===== config.mk =====
export PLATFORM = sky130hd
export DESIGN_NAME = dmem_responder
export DESIGN_NICKNAME = d
export VERILOG_FILES = /design/src/rtl/dmem_responder_pkg.sv /design/src/rtl/dmem_array.sv /design/src/rtl/dmem_responder.sv
export SDC_FILE = /design/constraint.sdc
export NUM_CORES = 1
export LEC_CHECK = 0
export CORE_MARGIN = 10
export CORE_UTILIZATION = 30
export DETAILED_ROUTE_END_ITERATION = 10
export SETUP_SLACK_MARGIN = 0.3
export SLEW_MARGIN = 15
export SYNTH_ARGS = -nofsm -noshare
export SYNTH_HDL_FRONTEND = slang
export SYNTH_SLANG_ARGS = --single-unit

===== constraint.sdc =====
create_clock -name clk -period 5.8 [get_ports clk]
set_input_delay 0.87 -clock clk [delete_from_list [all_inputs] [get_ports clk]]
set_output_delay 0.87 -clock clk [all_outputs]
set_load 0.05 [all_outputs]

===== src/rtl/dmem_responder_pkg.sv =====
// Shared definitions for the data-memory responder: default word width and FSM encodings.
package dmem_responder_pkg;
    localparam int DATA_WID = 8;

    typedef enum logic [1:0] {
        IDLE = 2'd0,
        BUSY = 2'd1,
        RESP = 2'd2
    } state_t;
endpackage


===== src/rtl/dmem_array.sv =====
// Single-port DEPTH x DATA_WID storage with write enable and registered read; contents are never reset.
module dmem_array #(
    parameter int DATA_WID = 8,
    parameter int MEM_AW   = 6,
    parameter int DEPTH    = 64
) (
    input  logic                clk,
    input  logic                we,
    input  logic                re,
    input  logic [MEM_AW-1:0]   addr,
    input  logic [DATA_WID-1:0] wdata,
    output logic [DATA_WID-1:0] rdata
);
    logic [DATA_WID-1:0] mem [DEPTH];

    always_ff @(posedge clk) begin
        if (we) mem[addr] <= wdata;
        if (re) rdata <= mem[addr];
    end
endmodule


===== src/rtl/dmem_responder.sv =====
// Fixed-latency data-memory responder behind a valid/ready request/response handshake.
// Define DMEM_PERF_CNT_EN to add saturating read/write/error response counters.
module dmem_responder #(
    parameter int DATA_WID = dmem_responder_pkg::DATA_WID,
    parameter int MEM_AW   = 6,
    parameter int DEPTH    = 64,
    parameter int LAT      = 2
) (
    input  logic                clk,
    input  logic                rst_n,
    input  logic                req_valid,
    output logic                req_ready,
    input  logic [DATA_WID-1:0] req_addr,
    input  logic [DATA_WID-1:0] req_wdata,
    input  logic                req_read,
    input  logic                req_write,
    output logic                rsp_valid,
    input  logic                rsp_ready,
    output logic [DATA_WID-1:0] valM,
`ifdef DMEM_PERF_CNT_EN
    output logic [15:0]         rd_cnt,
    output logic [15:0]         wr_cnt,
    output logic [15:0]         err_cnt,
`endif
    output logic                dmem_error
);
    import dmem_responder_pkg::*;

    localparam int CW = (LAT > 1) ? $clog2(LAT) : 1;

    state_t              state, state_nxt;
    logic [CW-1:0]       cnt, cnt_nxt;
    logic [DATA_WID-1:0] l_addr, l_wdata, c_addr, c_wdata, rdata;
    logic                l_rd, l_wr, c_rd, c_wr, c_err;
    logic                accept, commit, handshake, we, re, err_q, rd_hit;

    assign req_ready = rst_n && (state == IDLE);
    assign accept    = req_valid && req_ready;
    assign rsp_valid = (state == RESP);
    assign handshake = rsp_valid && rsp_ready;

    always_comb begin
        state_nxt = state;
        cnt_nxt   = cnt;
        case (state)
            IDLE: if (accept) begin
                cnt_nxt   = CW'(LAT - 1);
                state_nxt = (LAT == 1) ? RESP : BUSY;
            end
            BUSY: begin
                cnt_nxt = cnt - CW'(1);
                if (cnt_nxt == '0) state_nxt = RESP;
            end
            RESP:    if (rsp_ready) state_nxt = IDLE;
            default: state_nxt = IDLE;
        endcase
    end

    // With LAT==1 the commit edge is the acceptance edge, so use the live request.
    assign c_addr  = (state == IDLE) ? req_addr  : l_addr;
    assign c_wdata = (state == IDLE) ? req_wdata : l_wdata;
    assign c_rd    = (state == IDLE) ? req_read  : l_rd;
    assign c_wr    = (state == IDLE) ? req_write : l_wr;

    assign commit = (state_nxt == RESP) && (state != RESP);
    assign c_err  = ({1'b0, c_addr} >= (DATA_WID+1)'(DEPTH)) || (c_rd && c_wr);
    assign we     = commit && c_wr && !c_err;
    assign re     = commit && c_rd && !c_err;

    always_ff @(posedge clk or negedge rst_n) begin
        if (!rst_n) begin
            state   <= IDLE;
            cnt     <= '0;
            l_addr  <= '0;
            l_wdata <= '0;
            l_rd    <= 1'b0;
            l_wr    <= 1'b0;
            err_q   <= 1'b0;
            rd_hit  <= 1'b0;
        end else begin
            state <= state_nxt;
            cnt   <= cnt_nxt;
            if (accept) begin
                l_addr  <= req_addr;
                l_wdata <= req_wdata;
                l_rd    <= req_read;
                l_wr    <= req_write;
            end
            if (commit) begin
                err_q  <= c_err;
                rd_hit <= re;
            end else if (handshake) begin
                err_q  <= 1'b0;
                rd_hit <= 1'b0;
            end
        end
    end

    dmem_array #(.DATA_WID(DATA_WID), .MEM_AW(MEM_AW), .DEPTH(DEPTH)) u_array (
        .clk   (clk),
        .we    (we),
        .re    (re),
        .addr  (c_addr[MEM_AW-1:0]),
        .wdata (c_wdata),
        .rdata (rdata)
    );

    // Array read register is not reset; gate it so non-read responses return zero.
    assign valM       = rd_hit ? rdata : '0;
    assign dmem_error = err_q;

`ifdef DMEM_PERF_CNT_EN
    always_ff @(posedge clk or negedge rst_n) begin
        if (!rst_n) begin
            rd_cnt  <= '0;
            wr_cnt  <= '0;
            err_cnt <= '0;
        end else if (handshake) begin
            if (err_q) begin
                if (err_cnt != 16'hFFFF) err_cnt <= err_cnt + 16'd1;
            end else if (l_rd) begin
                if (rd_cnt != 16'hFFFF) rd_cnt <= rd_cnt + 16'd1;
            end else if (l_wr) begin
                if (wr_cnt != 16'hFFFF) wr_cnt <= wr_cnt + 16'd1;
            end
        end
    end
`endif
endmodule


==> impl_metrics.yaml <==
hold_path:
  holdPathStages: 1
  min_to: "l_wdata[5]"
  hold_class: "reg -> reg"
  worstHoldStart: "l_wdata[5]"
setup_path:
  required_ns: 6.15
  worstRegToRegCells: 8
  timing.rr.end: "u_array.rdata[5]"
  reg2reg_slack_ns: 1.64
  start_kind: "input pin"
  arrival_ns: 4.73
  cp_max_fo: 19
  r2r-start: "state[1]"
  crit_path_end_kind: "register"
  critPathKind: "in -> reg"
layout:
  finalInstanceArea_um2: 24030
  drive_gt1_share_pct: 11.31
  nets: 1356
  final_core_util_pct: 34.98
  fillers: 6527
  syn2layout_area_growth_pct: 15.29
  antenna_cells: 0
detailed_routing:
  routed-wl-met3_mm: 5.746
  viasPerCell: 5.362
  wirelength_met1_mm: 23.94
  ant_nets: 0
  num_vias: 12386
  wirelength_mm: 57.39
  maxUsedRoutingLayer: "met4"
  drtIter0Drc: 1494
  wl_met2_mm: 26.39
  wl_per_cell_um: 24.84
  drtPass1Iterations: 10
  drc: 0
sta:
  fin_crit_ns: 4.383
  fmax_mhz: 228.1
  setup_viol: 0
  slew_headroom_pct: 24.71
  hold_viol: 0
  fin_crit_sh_pct: 75.58
  tightest_slew_ns: 1.125
  finalSetupTns_ns: 0
  rsz0062_at_grt: "false"
  drv_slew: 0
  fin_worst_skew_ns: 0.02277
cts:
  clk_pin_slew_ns: 0.06
  hold_buffers: 0
  cts_resized: 0
  cts.sinks: 543
  cts-buffers-inserted: 55
  tritoncts: "yes"
  clockRootBuffer: "clkbuf_16"
  cts.path.max_buffers: 3
  h-tree-depth: 2
  clk_latency_ns: 0.61
  cts_setup_buffers: 0
yosys:
  synth-edff-count: 520
  synth_ff_type: "edfxtp_1"
  ys_seq_elements: 543
  synthArstFlopShare_pct: 4.236
  synth_cell_types: 59
  syn_area_um2: 20840
  syn_inst: 1291
  syn_area_per_cell_um2: 16.15
  mappedNetlistNets: 1313
  yosysSeqAreaShare_pct: 77.68
  yosys_warnings: 0
run:
  drv_cap: 0
floorplanning:
  die_x_um: 283.6
  core_um2: 68710
  start_util_pct: 30.34
  dieArea_um2: 80420
  core.rowCount: 96
  chipHeight_um: 283.6
  io_pins: 33
pwr:
  p_leak_nw: 7.431
  max-vdd-ir-drop_uv: 374.1
  cellPowerDensity_nw_per_um2: 482.0
placed_design:
  dp_hpwl_mm: 35.12
  routabilityCongestion: 0.9106
  numPortBuffers: 32
  placed_area_um2: 22330
global_route:
  grt_pass1_wl_mm: 84.32
  antenna_found_initial: 1
  overflow: 0
  grt_max_degree: 65
  track_usage_pct: 13.79
  grt_pass1_vias: 12116
run_status:
  status: "completed"
## synthesized netlist by cell type, drive strengths merged, types with 3 or more instances
cell type    n  area share (%)
dfrtp       23             2.8
o21ai       10            0.29
a22o        12            0.50
nor3         4           0.096
a2bb2oi      9            0.38
nand2      136             2.4
a31oi       28            0.84
nand3        9            0.22
mux2i       15            0.72
and3         7            0.21
clkbuf      26            0.47
nor2b        4            0.12
edfxtp     520              75
a222oi      39             1.9
a211oi      24            0.86
o22ai       17            0.57
a41oi        5            0.21
or3          3           0.090
or4         11            0.40
a22oi      110             4.0
nand2b       4            0.12
or3b         4            0.17
buf         52             1.3
a41o         3            0.14
and2        11            0.33
nand3b       4            0.14
nor2        87             1.6
a32o         3            0.15
a32oi        6            0.25
mux2        21             1.1
a21oi       37            0.89
a221oi      20            0.87
## how the worst max path moves through the flow
stage                                  end  cells past startpoint   startpoint
after detailed placement  u_array.rdata[5]                      9  req_addr[1]
final                     u_array.rdata[5]                      9  req_addr[1]
after CTS                 u_array.rdata[5]                      9  req_addr[1]
after floorplan           u_array.rdata[4]                      9  req_addr[1]
after global placement    u_array.rdata[5]                      9  req_addr[1]
after global routing      u_array.rdata[5]                      9  req_addr[1]
## logic make-up (layout without fill, tap and decap cells)
kind of cell,after synthesis,count (layout),share of synthesized area [%]
AO/OA/AOI/OAI,338,338,12.43
AND/OR/NAND/NOR,294,294,6.249
multiplexers,36,36,1.855
buffers and inverters,80,168,1.789
flip-flops,543,543,77.68
## placed cells by master (no fill, tap or decap), drive strengths merged, types with 4 or more instances in the layout
cell	synthesis	layout
edfxtp	520	520
nand2	136	136
a22oi	110	110
nor2	87	87
clkbuf	26	69
a222oi	39	39
a21oi	37	37
clkdlybuf4s50	0	32
buf	52	32
a31oi	28	28
clkinv	0	26
a211oi	24	24
dfrtp	23	23
mux2	21	21
a221oi	20	20
o22ai	17	17
mux2i	15	15
a22o	12	12
or4	11	11
and2	11	11
o21ai	10	10
nand3	9	9
a2bb2oi	9	9
and3	7	7
a32oi	6	6
a41oi	5	5
or3b	4	4
nand2b	4	4
nor3	4	4
nor2b	4	4
nand3b	4	4
inv	2	4
## flip-flops by register name (all words and copies together), names as in the netlist
register	flops
l_rd	1
l_wdata	8
cnt	1
u_array.mem	512
l_wr	1
state	2
l_addr	8
u_array.rdata	8
rd_hit	1
dmem_error	1
## worst max-delay path, stage by stage
cell             delay [ns]
clkdlybuf4s50_1        0.69
or3b_2                 0.50
nand2_1                0.83
buf_4                  0.31
mux2i_1                0.19
a2bb2oi_1              0.18
a31oi_1                0.12
or4_1                  0.59
or4_1                  0.42
## final cells by class
cell class,count,area [um^2],area share [%]
clock inverters,33,251.5,1.047
clock buffers,69,1450,6.035
flip-flops and latches,543,16190,67.37
well taps,931,1165,4.847
repair buffers,64,573.1,2.385
inverters,2,7.507,0.03124
multi-input cells,668,4393,18.28
## per-stage QoR
stage | setup WS [ns] | cells | total power, W | hold WS, ns
floorplan | 2.391 | 1291 | 0.006985 | 0.4800
global placement | 0.8933 | 2208 | 0.008262 | 0.4888
detailed placement | 0.8623 | 2208 | 0.008315 | 0.4984
CTS | 1.517 | 2310 | 0.01164 | 0.5126
global route | 1.328 | 2310 | 0.01203 | 0.5185
finish | 1.417 | 2310 | 0.01158 | 0.5077
## metal layers
layer / vias up / track usage, %
met5: - / 0
met4: 0 / 3.644
met3: 81 / 3.506
met2: 644 / 21.66
met1: 6326 / 18.74
li1: 5335 / -
## where the power goes
part	leakage [nW]	switching, W	internal, W
combinational	1.64	0.00224	0.000822
clock	0.828	0.00145	0.00190
sequential	4.96	0.000138	0.00502
total	7.43	0.00383	0.00775
Power figures use the tool's default switching activity.
